--- config.mk ---
export PLATFORM = sky130hd
export DESIGN_NAME = pc_sequencer
export DESIGN_NICKNAME = d
export VERILOG_FILES = /design/src/rtl/pc_sequencer.sv
export SDC_FILE = /design/constraint.sdc
export NUM_CORES = 1
export LEC_CHECK = 0
export CAP_MARGIN = 20
export CORE_MARGIN = 4
export CORE_UTILIZATION = 48
export CTS_BUF_LIST = sky130_fd_sc_hd__clkbuf_4 sky130_fd_sc_hd__clkbuf_8
export DETAILED_ROUTE_END_ITERATION = 10
export GPL_TIMING_DRIVEN = 0
export PLACE_DENSITY_LB_ADDON = 0.15
export SETUP_SLACK_MARGIN = 0.4
export SYNTH_ARGS = -nofsm -noshare
export SYNTH_HDL_FRONTEND = slang
export SYNTH_SLANG_ARGS = --single-unit
--- constraint.sdc ---
create_clock -name clk -period 2.9 [get_ports clk]
set_input_delay 0.725 -clock clk [delete_from_list [all_inputs] [get_ports clk]]
set_output_delay 0.725 -clock clk [all_outputs]
set_load 0.02 [all_outputs]
--- src/rtl/pc_sequencer.sv ---
// Instruction-pointer sequencer with a bounded return-address stack and taken-transfer counter.
// Latency: ip, depth, jump_cnt, halted and fault all update one cycle after the op is presented with en=1.
// Backpressure: none; en=0 stalls in RUN, while HALT and FAULT ignore all inputs until rst.
//
// Ports:
//   clk, rst                 rising-edge clock, synchronous active-high reset
//   en, op, target, cond     instruction strobe, opcode (NEXT/JUMP/BRANCH/CALL/RET), destination, branch condition
//   ip                       registered instruction pointer
//   halted, fault            HALT state flag; fault code (01 overflow, 10 underflow, 11 illegal op)
//   depth, jump_cnt          stack occupancy; saturating count of taken non-sequential transfers
module pc_sequencer #(
    parameter int ADDR_W      = 8,
    parameter int STACK_DEPTH = 4,
    parameter int CNT_W       = 8,
    parameter int RESET_PC    = 0,
    localparam int DEPTH_W    = $clog2(STACK_DEPTH + 1)
) (
    input  logic               clk,
    input  logic               rst,
    input  logic               en,
    input  logic [2:0]         op,
    input  logic [ADDR_W-1:0]  target,
    input  logic               cond,
    output logic [ADDR_W-1:0]  ip,
    output logic               halted,
    output logic [1:0]         fault,
    output logic [DEPTH_W-1:0] depth,
    output logic [CNT_W-1:0]   jump_cnt
);

    localparam logic [2:0] OP_NEXT   = 3'b000;
    localparam logic [2:0] OP_JUMP   = 3'b001;
    localparam logic [2:0] OP_BRANCH = 3'b010;
    localparam logic [2:0] OP_CALL   = 3'b011;
    localparam logic [2:0] OP_RET    = 3'b100;

    localparam logic [1:0] FLT_NONE  = 2'b00;
    localparam logic [1:0] FLT_OVF   = 2'b01;
    localparam logic [1:0] FLT_UNF   = 2'b10;
    localparam logic [1:0] FLT_ILL   = 2'b11;

    localparam logic [DEPTH_W-1:0] FULL_DEPTH = DEPTH_W'(STACK_DEPTH);
    localparam logic [CNT_W-1:0]   CNT_MAX    = {CNT_W{1'b1}};
    localparam int                 STACK_SLOTS = 1 << DEPTH_W;

    typedef enum logic [1:0] {
        ST_RUN   = 2'd0,
        ST_HALT  = 2'd1,
        ST_FAULT = 2'd2
    } state_t;

    state_t              state_q, state_d;
    logic [ADDR_W-1:0]   ip_q, ip_d;
    logic [DEPTH_W-1:0]  depth_q, depth_d;
    logic [CNT_W-1:0]    cnt_q, cnt_d;
    logic [1:0]          fault_q, fault_d;
    logic                push;
    logic                taken;

    // Sized to the full index range of depth so push/pop addressing needs no
    // truncation; slots at or above STACK_DEPTH are never written.
    logic [ADDR_W-1:0]   stack_q [STACK_SLOTS];

    logic [ADDR_W-1:0]   ip_inc;
    logic [DEPTH_W-1:0]  top_idx;

    assign ip_inc  = ip_q + ADDR_W'(1);   // wraps silently at all-ones
    assign top_idx = depth_q - DEPTH_W'(1);

    always_comb begin
        state_d = state_q;
        ip_d    = ip_q;
        depth_d = depth_q;
        fault_d = fault_q;
        push    = 1'b0;
        taken   = 1'b0;

        if (state_q == ST_RUN && en) begin
            case (op)
                OP_NEXT: ip_d = ip_inc;
                OP_JUMP, OP_BRANCH: begin
                    if (op == OP_JUMP || cond) begin
                        taken = 1'b1;
                        ip_d  = target;
                        // A taken transfer onto itself can never make progress.
                        if (target == ip_q) state_d = ST_HALT;
                    end else begin
                        ip_d = ip_inc;
                    end
                end
                OP_CALL: begin
                    if (depth_q == FULL_DEPTH) begin
                        fault_d = FLT_OVF;
                        state_d = ST_FAULT;
                    end else begin
                        push    = 1'b1;
                        taken   = 1'b1;
                        ip_d    = target;
                        depth_d = depth_q + DEPTH_W'(1);
                    end
                end
                OP_RET: begin
                    if (depth_q == '0) begin
                        fault_d = FLT_UNF;
                        state_d = ST_FAULT;
                    end else begin
                        taken   = 1'b1;
                        ip_d    = stack_q[top_idx];
                        depth_d = top_idx;
                    end
                end
                default: begin
                    fault_d = FLT_ILL;
                    state_d = ST_FAULT;
                end
            endcase
        end

        cnt_d = (taken && cnt_q != CNT_MAX) ? cnt_q + CNT_W'(1) : cnt_q;
    end

    always_ff @(posedge clk) begin
        if (rst) begin
            state_q <= ST_RUN;
            ip_q    <= ADDR_W'(RESET_PC);
            depth_q <= '0;
            cnt_q   <= '0;
            fault_q <= FLT_NONE;
        end else begin
            state_q <= state_d;
            ip_q    <= ip_d;
            depth_q <= depth_d;
            cnt_q   <= cnt_d;
            fault_q <= fault_d;
        end
    end

    // Return addresses are left uncleared by reset; depth alone defines validity.
    always_ff @(posedge clk) begin
        if (push && !rst) stack_q[depth_q] <= ip_inc;
    end

    assign ip       = ip_q;
    assign halted   = (state_q == ST_HALT);
    assign fault    = fault_q;
    assign depth    = depth_q;
    assign jump_cnt = cnt_q;

endmodule
-- Yosys cells after proc, flatten, opt, wreduce, memory -nomap -nowiden
Memories as Yosys holds them, arrays and structs flattened.
Index checks and enable logic that the tools add are counted.
- register bits after elaboration: 23
- bits in writable memories: 64
- output and inout port bits: 22
- logic and storage cells: 65
- memories: 1
- add/subtract/negate cells: 4
- equality and inequality tests: 14
- multiplexer cells: 23
- bitwise gates (word level): 2
- reductions and logical operators: 16
- memory list (memory ; words ; width ; rd ports ; clocked after memory_dff ; write ports ; line ; RTL):
    stack_q ; 8 ; 8 ; 1 ; 0 ; 1 ; 62 ; logic [ADDR_W-1:0] stack_q [STACK_SLOTS];
- operator list (kind ; count):
    8-bit one-hot mux with 4 select lines ; 1
    8-bit two-way mux ; 3
    8-bit by 1-bit adder with 8-bit output (second input constant) ; 2
    2-bit inequality test (second input constant) ; 6
    4-bit AND reduction ; 3
    2-bit two-way mux ; 5
    8-bit == test ; 1
    1-bit two-way mux ; 8
    8-bit inequality test (second input constant) ; 1
    2-bit one-hot mux with 4 select lines ; 1
    3-bit by 2-bit == test with 1-bit output (second input constant) ; 2
    3-bit == test (second input constant) ; 2
    3-bit zero test ; 2
    3-bit two-way mux ; 2
    2-bit one-hot mux with 3 select lines ; 1
    3-bit one-hot mux with 2 select lines ; 1
    6-bit AND reduction ; 1
    4-bit nonzero test ; 1
    3-bit by 1-bit adder with 3-bit output (second input constant) ; 1
    3-bit by 1-bit == test with 1-bit output (second input constant) ; 1
    1-bit logical AND ; 3
    1-bit one-hot mux with 3 select lines ; 1
    3-bit OR reduction ; 1
    3-bit by 1-bit subtractor with 3-bit output (second input constant) ; 1
    7 further kinds ; 8

-- Longest topological paths before layout
- depth after elaboration: 7
- mapped depth: 10
- mapped depth without buffers: 7

-- Worst setup path after synthesis
No wires, ideal clock.
- path type: reg2reg
- from: reg depth_q[0], in the netlist depth[0]
- to: mem stack_q[1][0] (enable)
- arrival time: 2.621 ns
- required time: 2.517 ns
- slack: -0.104 ns
- cell stages (with the launch flop): 10
- buffers on the path: 2
- period minus slack after synthesis: 3.004 ns
- cell sequence: dfxtp_1 > buf_2 > buf_4 > inv_1 > ha_1 > a21oi_1 > nand2_1 > nor3_1 > nand2_1 > nor3_1
- cells in the longest elaborated chain, start to end: 7
- ends and longest elaborated chain (element ; line ; RTL):
    start: declaration ; 54 ; logic [DEPTH_W-1:0] depth_q, depth_d;
    start signal: assignment ; 132 ; depth_q <= depth_d;
    3-bit == test ; 92 ; if (depth_q == FULL_DEPTH) begin
    1-bit two-way mux ; 92 ;
    1-bit two-way mux ; 79 ; case (op)
    1-bit two-way mux ; 78 ; if (state_q == ST_RUN && en) begin
    1-bit logical AND ; 140 ; if (push && !rst) stack_q[depth_q] <= ip_inc;
    1-bit two-way mux ; 140 ;
    1-bit two-way mux (not written as such) ; 140 ;
    end: declaration ; 62 ;
Several ways; a longest one is shown, not always the timed one.

-- Worst setup path after layout
- from: reg depth_q[0], in the netlist depth[0]
- to: reg cnt_q[5], in the netlist jump_cnt[5]
- cells in the longest elaborated chain, start to end: 5
- elaborated cells between the ends (all ways): 7
- ends and longest elaborated chain (element ; line ; RTL):
    3-bit == test / 3-bit zero test (equally long branches) ; 92, 103 ;
    1-bit two-way mux (on tied branches) ; 92, 103 ;
    1-bit one-hot mux with 3 select lines * ; 79 ;
    1-bit two-way mux * ; 78 ;
    1-bit logical AND * ; 119 ; cnt_d = (taken && cnt_q != CNT_MAX) ? cnt_q + CNT_W'(1) : cnt_q;
    end signal: assignment ; 133 ; cnt_q <= cnt_d;
    end: declaration ; 55 ; logic [CNT_W-1:0] cnt_q, cnt_d;
Mark *: on every way between the ends. The rest lies on a longest branch, timed or not.
A chain may end at the register's enable or synchronous reset.

==> results.txt <==
The share of synthesized area occupied by flip-flops and latches came out at 0.593. The most used flip-flop cell after synthesis is sky130_fd_sc_hd__edfxtp_1. The layout net count is roughly 380. The maximum frequency from static timing analysis came out at 409 MHz.

The die boundary width is approximately 100 um. Dividing the final minimum period by the clock period gives 0.844. The mean instance size in the synthesized netlist is between 10 and 15 um^2. The total length of routed wires is just under 9 mm. The routed length per instance came out at approximately 19 um.

The overall overflow remaining after global route came out at 0. The synthesized design contains 64 enable-type register cells. The worst relative slew slack came out at 0.510. The met3 layer usage reported by global route is 0.0372. For the final database, setup skew stands at 0.00835 ns. Summed over all instances, the cell type with the most area after synthesis is sky130_fd_sc_hd__edfxtp_1. Sorting the synthesized cells by area gives the leading types as sky130_fd_sc_hd__edfxtp_1 (48%), sky130_fd_sc_hd__dfxtp_1 (11%), sky130_fd_sc_hd__mux4_2 (9.0%).

The number of global-route vias before repair is about 2.5k. The H-tree depth reported by CTS is 3. The met1 track utilization from global routing is 0.262.

For this run, the detailed router's first-pass iteration total came to 4. Hold is met by between 0.4 and 0.5 ns. The endpoint required time on the critical path is between 3 and 4 ns.

The count of buffers from port buffering is 34. The max-slew violation count came out at 0. The maximum buffer depth of the clock tree is 2.

The total of endpoints with negative setup slack in the final report came out at 0. The HPWL after detailed placement is slightly above 6 mm. The worst min-delay path category is reg2reg. The total die area came out at a little under 10000 um^2. The initial antenna violation count is 0. The length in cells of the worst reg-to-reg path came out at 10. The net count after synthesis is approximately 320.

The share of synthesized registers carrying an async set or reset came out at 0. Fill cells in the final layout number approximately 630. The run finished with clean final reports. The worst IR drop on VDD came out at around 0.00026 V. The final antenna diode count is 0.

The area of the mapped netlist is a little over 4000 um^2. The Yosys step of the flow raised 0 warnings. By count the netlist is led by sky130_fd_sc_hd__edfxtp_1 (64), sky130_fd_sc_hd__nor2_1 (32), sky130_fd_sc_hd__dfxtp_1 (23).

Clock tree synthesis inserted a total of 9 buffers. The number of sinks handled by clock tree synthesis is 87. The initial utilization of the core area, before any placement, comes to 0.492. In this run the most critical hold path is launched from fault[0].

Entering global routing, the biggest net connects 17 pins. The endpoint of the most critical setup path is jump_cnt[5]. The biggest fanout along the worst timing path came out at 8. The detail-routed via count per cell came out at 5.67. The number of violations reported at the end of detailed-routing iteration 0 is 120.

The worst setup path is captured at a register. After global routing, the most crowded layer is met2. The share of final-layout standard cells stronger than drive strength 1 came out at 0.247.

The area added between synthesis and finish is 25.7%. During I/O placement, the number of pins put on the boundary was 37. The worst register-to-register path ends at jump_cnt[5]. The final weighted congestion in routability-driven placement came out at 0.832. The category of the critical setup timing path is reg2reg. The number of buffers inserted for hold repair after clock tree synthesis came out at 0. The number of maximum-capacitance violations came out at 0.

Setup repair after global routing could not meet its margin everywhere. The floorplan has 33 rows. The TritonCTS clock tree is built.

STA classifies the critical path startpoint as a register. The slew at the pin closest to its max-slew limit is roughly 0.73 ns. The hold violation total from the final report came out at 0. Synthesis produced 301 cells. In this run the static leakage power is between 1.5 and 2 nW. The post-route antenna net violation count is 0. The clock-pin transition on the worst setup and hold timing paths came out at ~0.09 ns. The sum of negative setup slack came out at 0 ns. Among all cell types in the netlist, the one instantiated most often is sky130_fd_sc_hd__edfxtp_1. The worst register-to-register path begins at depth[0]. The area of the multi-input gates is approximately 1600 um^2. In the global route stage, overall resource usage came out at 0.188. The global-route met2 utilization is 0.299. The cell at the root of the clock tree is sky130_fd_sc_hd__clkbuf_8. The area inside the core boundary is between 8000 and 9000 um^2. The area taken by flip-flops and latches is around 2400 um^2. The remaining design rule violation count is 0. The post-synthesis register bit count is 87.

The number of distinct library cell variants in the gate-level netlist after synthesis is between 50 and 60. The floorplan step set the die height to approximately 100 um. The clock period could shrink to approximately 2.4 ns. In this run the worst setup path begins at depth[0]. The routed layout has between 2k and 3k vias. The first-pass GRT wire length is 14.1 mm.

The clock insertion delay at the later pin of the skew report is 0.36 ns. The power density over the cells came out at around 520 nW/um^2. The share of synthesized area in the top cell type comes to 0.478.

Data arrives at the worst endpoint at 2.70 ns. The setup check on the worst reg-to-reg path leaves a slack of about 0.45 ns.
logic make-up after synthesis:
family                     Yosys count  synth area share
AOI/OAI and AO/OA                   50            0.0912
xor gates and xnor gates            19            0.0414
adders and majority gates            5            0.0156
buffers and inverters               26            0.0317
DFF                                 87             0.593
muxes                               21             0.103
and+or+nand+nor                     93             0.124
layer usage:
metal | up-vias | share of wire
met4 | 0 | 0.011
met3 | 10 | 0.060
li1 | 1274 | -
met2 | 71 | 0.49
met5 | - | 0
met1 | 1327 | 0.44
sequential cells by signal (all words and copies together), names as in the netlist:
| signal | flops |
|---|---|
| stack_q | 64 |
| depth | 3 |
| state_q | 2 |
| ip | 8 |
| fault | 2 |
| jump_cnt | 8 |
worst min path at each step:
| stage | depth (start not counted) | end | slack, ns |
|---|---|---|---|
| after floorplan | 2 | state_q[0] | 0.47 |
| after global placement | 2 | fault[0] | 0.48 |
| after detailed placement | 2 | fault[0] | 0.49 |
| after CTS | 2 | fault[0] | 0.50 |
| after global routing | 2 | fault[0] | 0.52 |
| final | 2 | fault[0] | 0.50 |
through the flow:
stage	total power (W)	cells	setup slack [ns]	area, um^2	utilization
after floorplan	0.00160	301	0.422	4090	-
after global placement	0.00169	440	-0.182	4560	0.558
after detailed placement	0.00170	440	-0.203	4560	0.558
after CTS	0.00265	459	0.426	4900	0.599
after global routing	0.00276	473	0.352	5050	0.618
final	0.00265	473	0.454	5050	0.618
cell usage in the layout (no fill, tap or decap), drive strengths merged, types with 2 or more instances in the layout:
cell,n
a211oi,2
a21oi,10
a221oi,4
a22oi,14
a311oi,7
and2,3
buf,28
bufinv,2
clkbuf,16
clkdlybuf4s50,33
dfxtp,23
edfxtp,64
ha,5
inv,12
mux2,3
mux2i,2
mux4,16
nand2,14
nand2b,5
nand3,7
nand4,5
nor2,34
nor2b,5
nor3,6
nor3b,3
o21ai,7
or3,4
or3b,2
xnor2,12
xor2,7
layout make-up:
| class | instances | share of cell area |
|---|---|---|
| plain buffers | 18 | 0.0297 |
| clock buffers | 9 | 0.0245 |
| clock inverters | 7 | 0.0198 |
| inverters | 8 | 0.00594 |
| multi-input cells | 188 | 0.324 |
| flip-flops and latches | 87 | 0.472 |
| well taps | 105 | 0.0260 |
| repair buffers | 51 | 0.0975 |
report_power, final:
group	internal [W]	switching, W	total [W]	leakage [nW]
Sequential	0.00136	0.0000201	0.00138	0.765
Clock	0.000496	0.000451	0.000947	0.115
Combinational	0.000146	0.000174	0.000320	0.788
Total	0.00200	0.000645	0.00265	1.67
repair_timing:
item / CTS / global route
cloned: 0 / 1
resized for setup: 16 / 14
endpoints found under the hold margin: 0 / 0
buffers inserted: 3 / 13
setup endpoints to repair: 80 / 72
pin swaps: 5 / 7
critical path, cell delays in order, from the launching register on:
cell and delay [ns]:
sky130_fd_sc_hd__dfxtp_4 0.38, sky130_fd_sc_hd__buf_12 0.12, sky130_fd_sc_hd__buf_12 0.11, sky130_fd_sc_hd__inv_1 0.10
sky130_fd_sc_hd__ha_4 0.21, sky130_fd_sc_hd__and3_1 0.20, sky130_fd_sc_hd__o21ai_2 0.15, sky130_fd_sc_hd__nand4_1 0.25
sky130_fd_sc_hd__buf_6 0.22, sky130_fd_sc_hd__nor4b_4 0.28, sky130_fd_sc_hd__mux2_4 0.32
(Power assumes the default switching activity.)
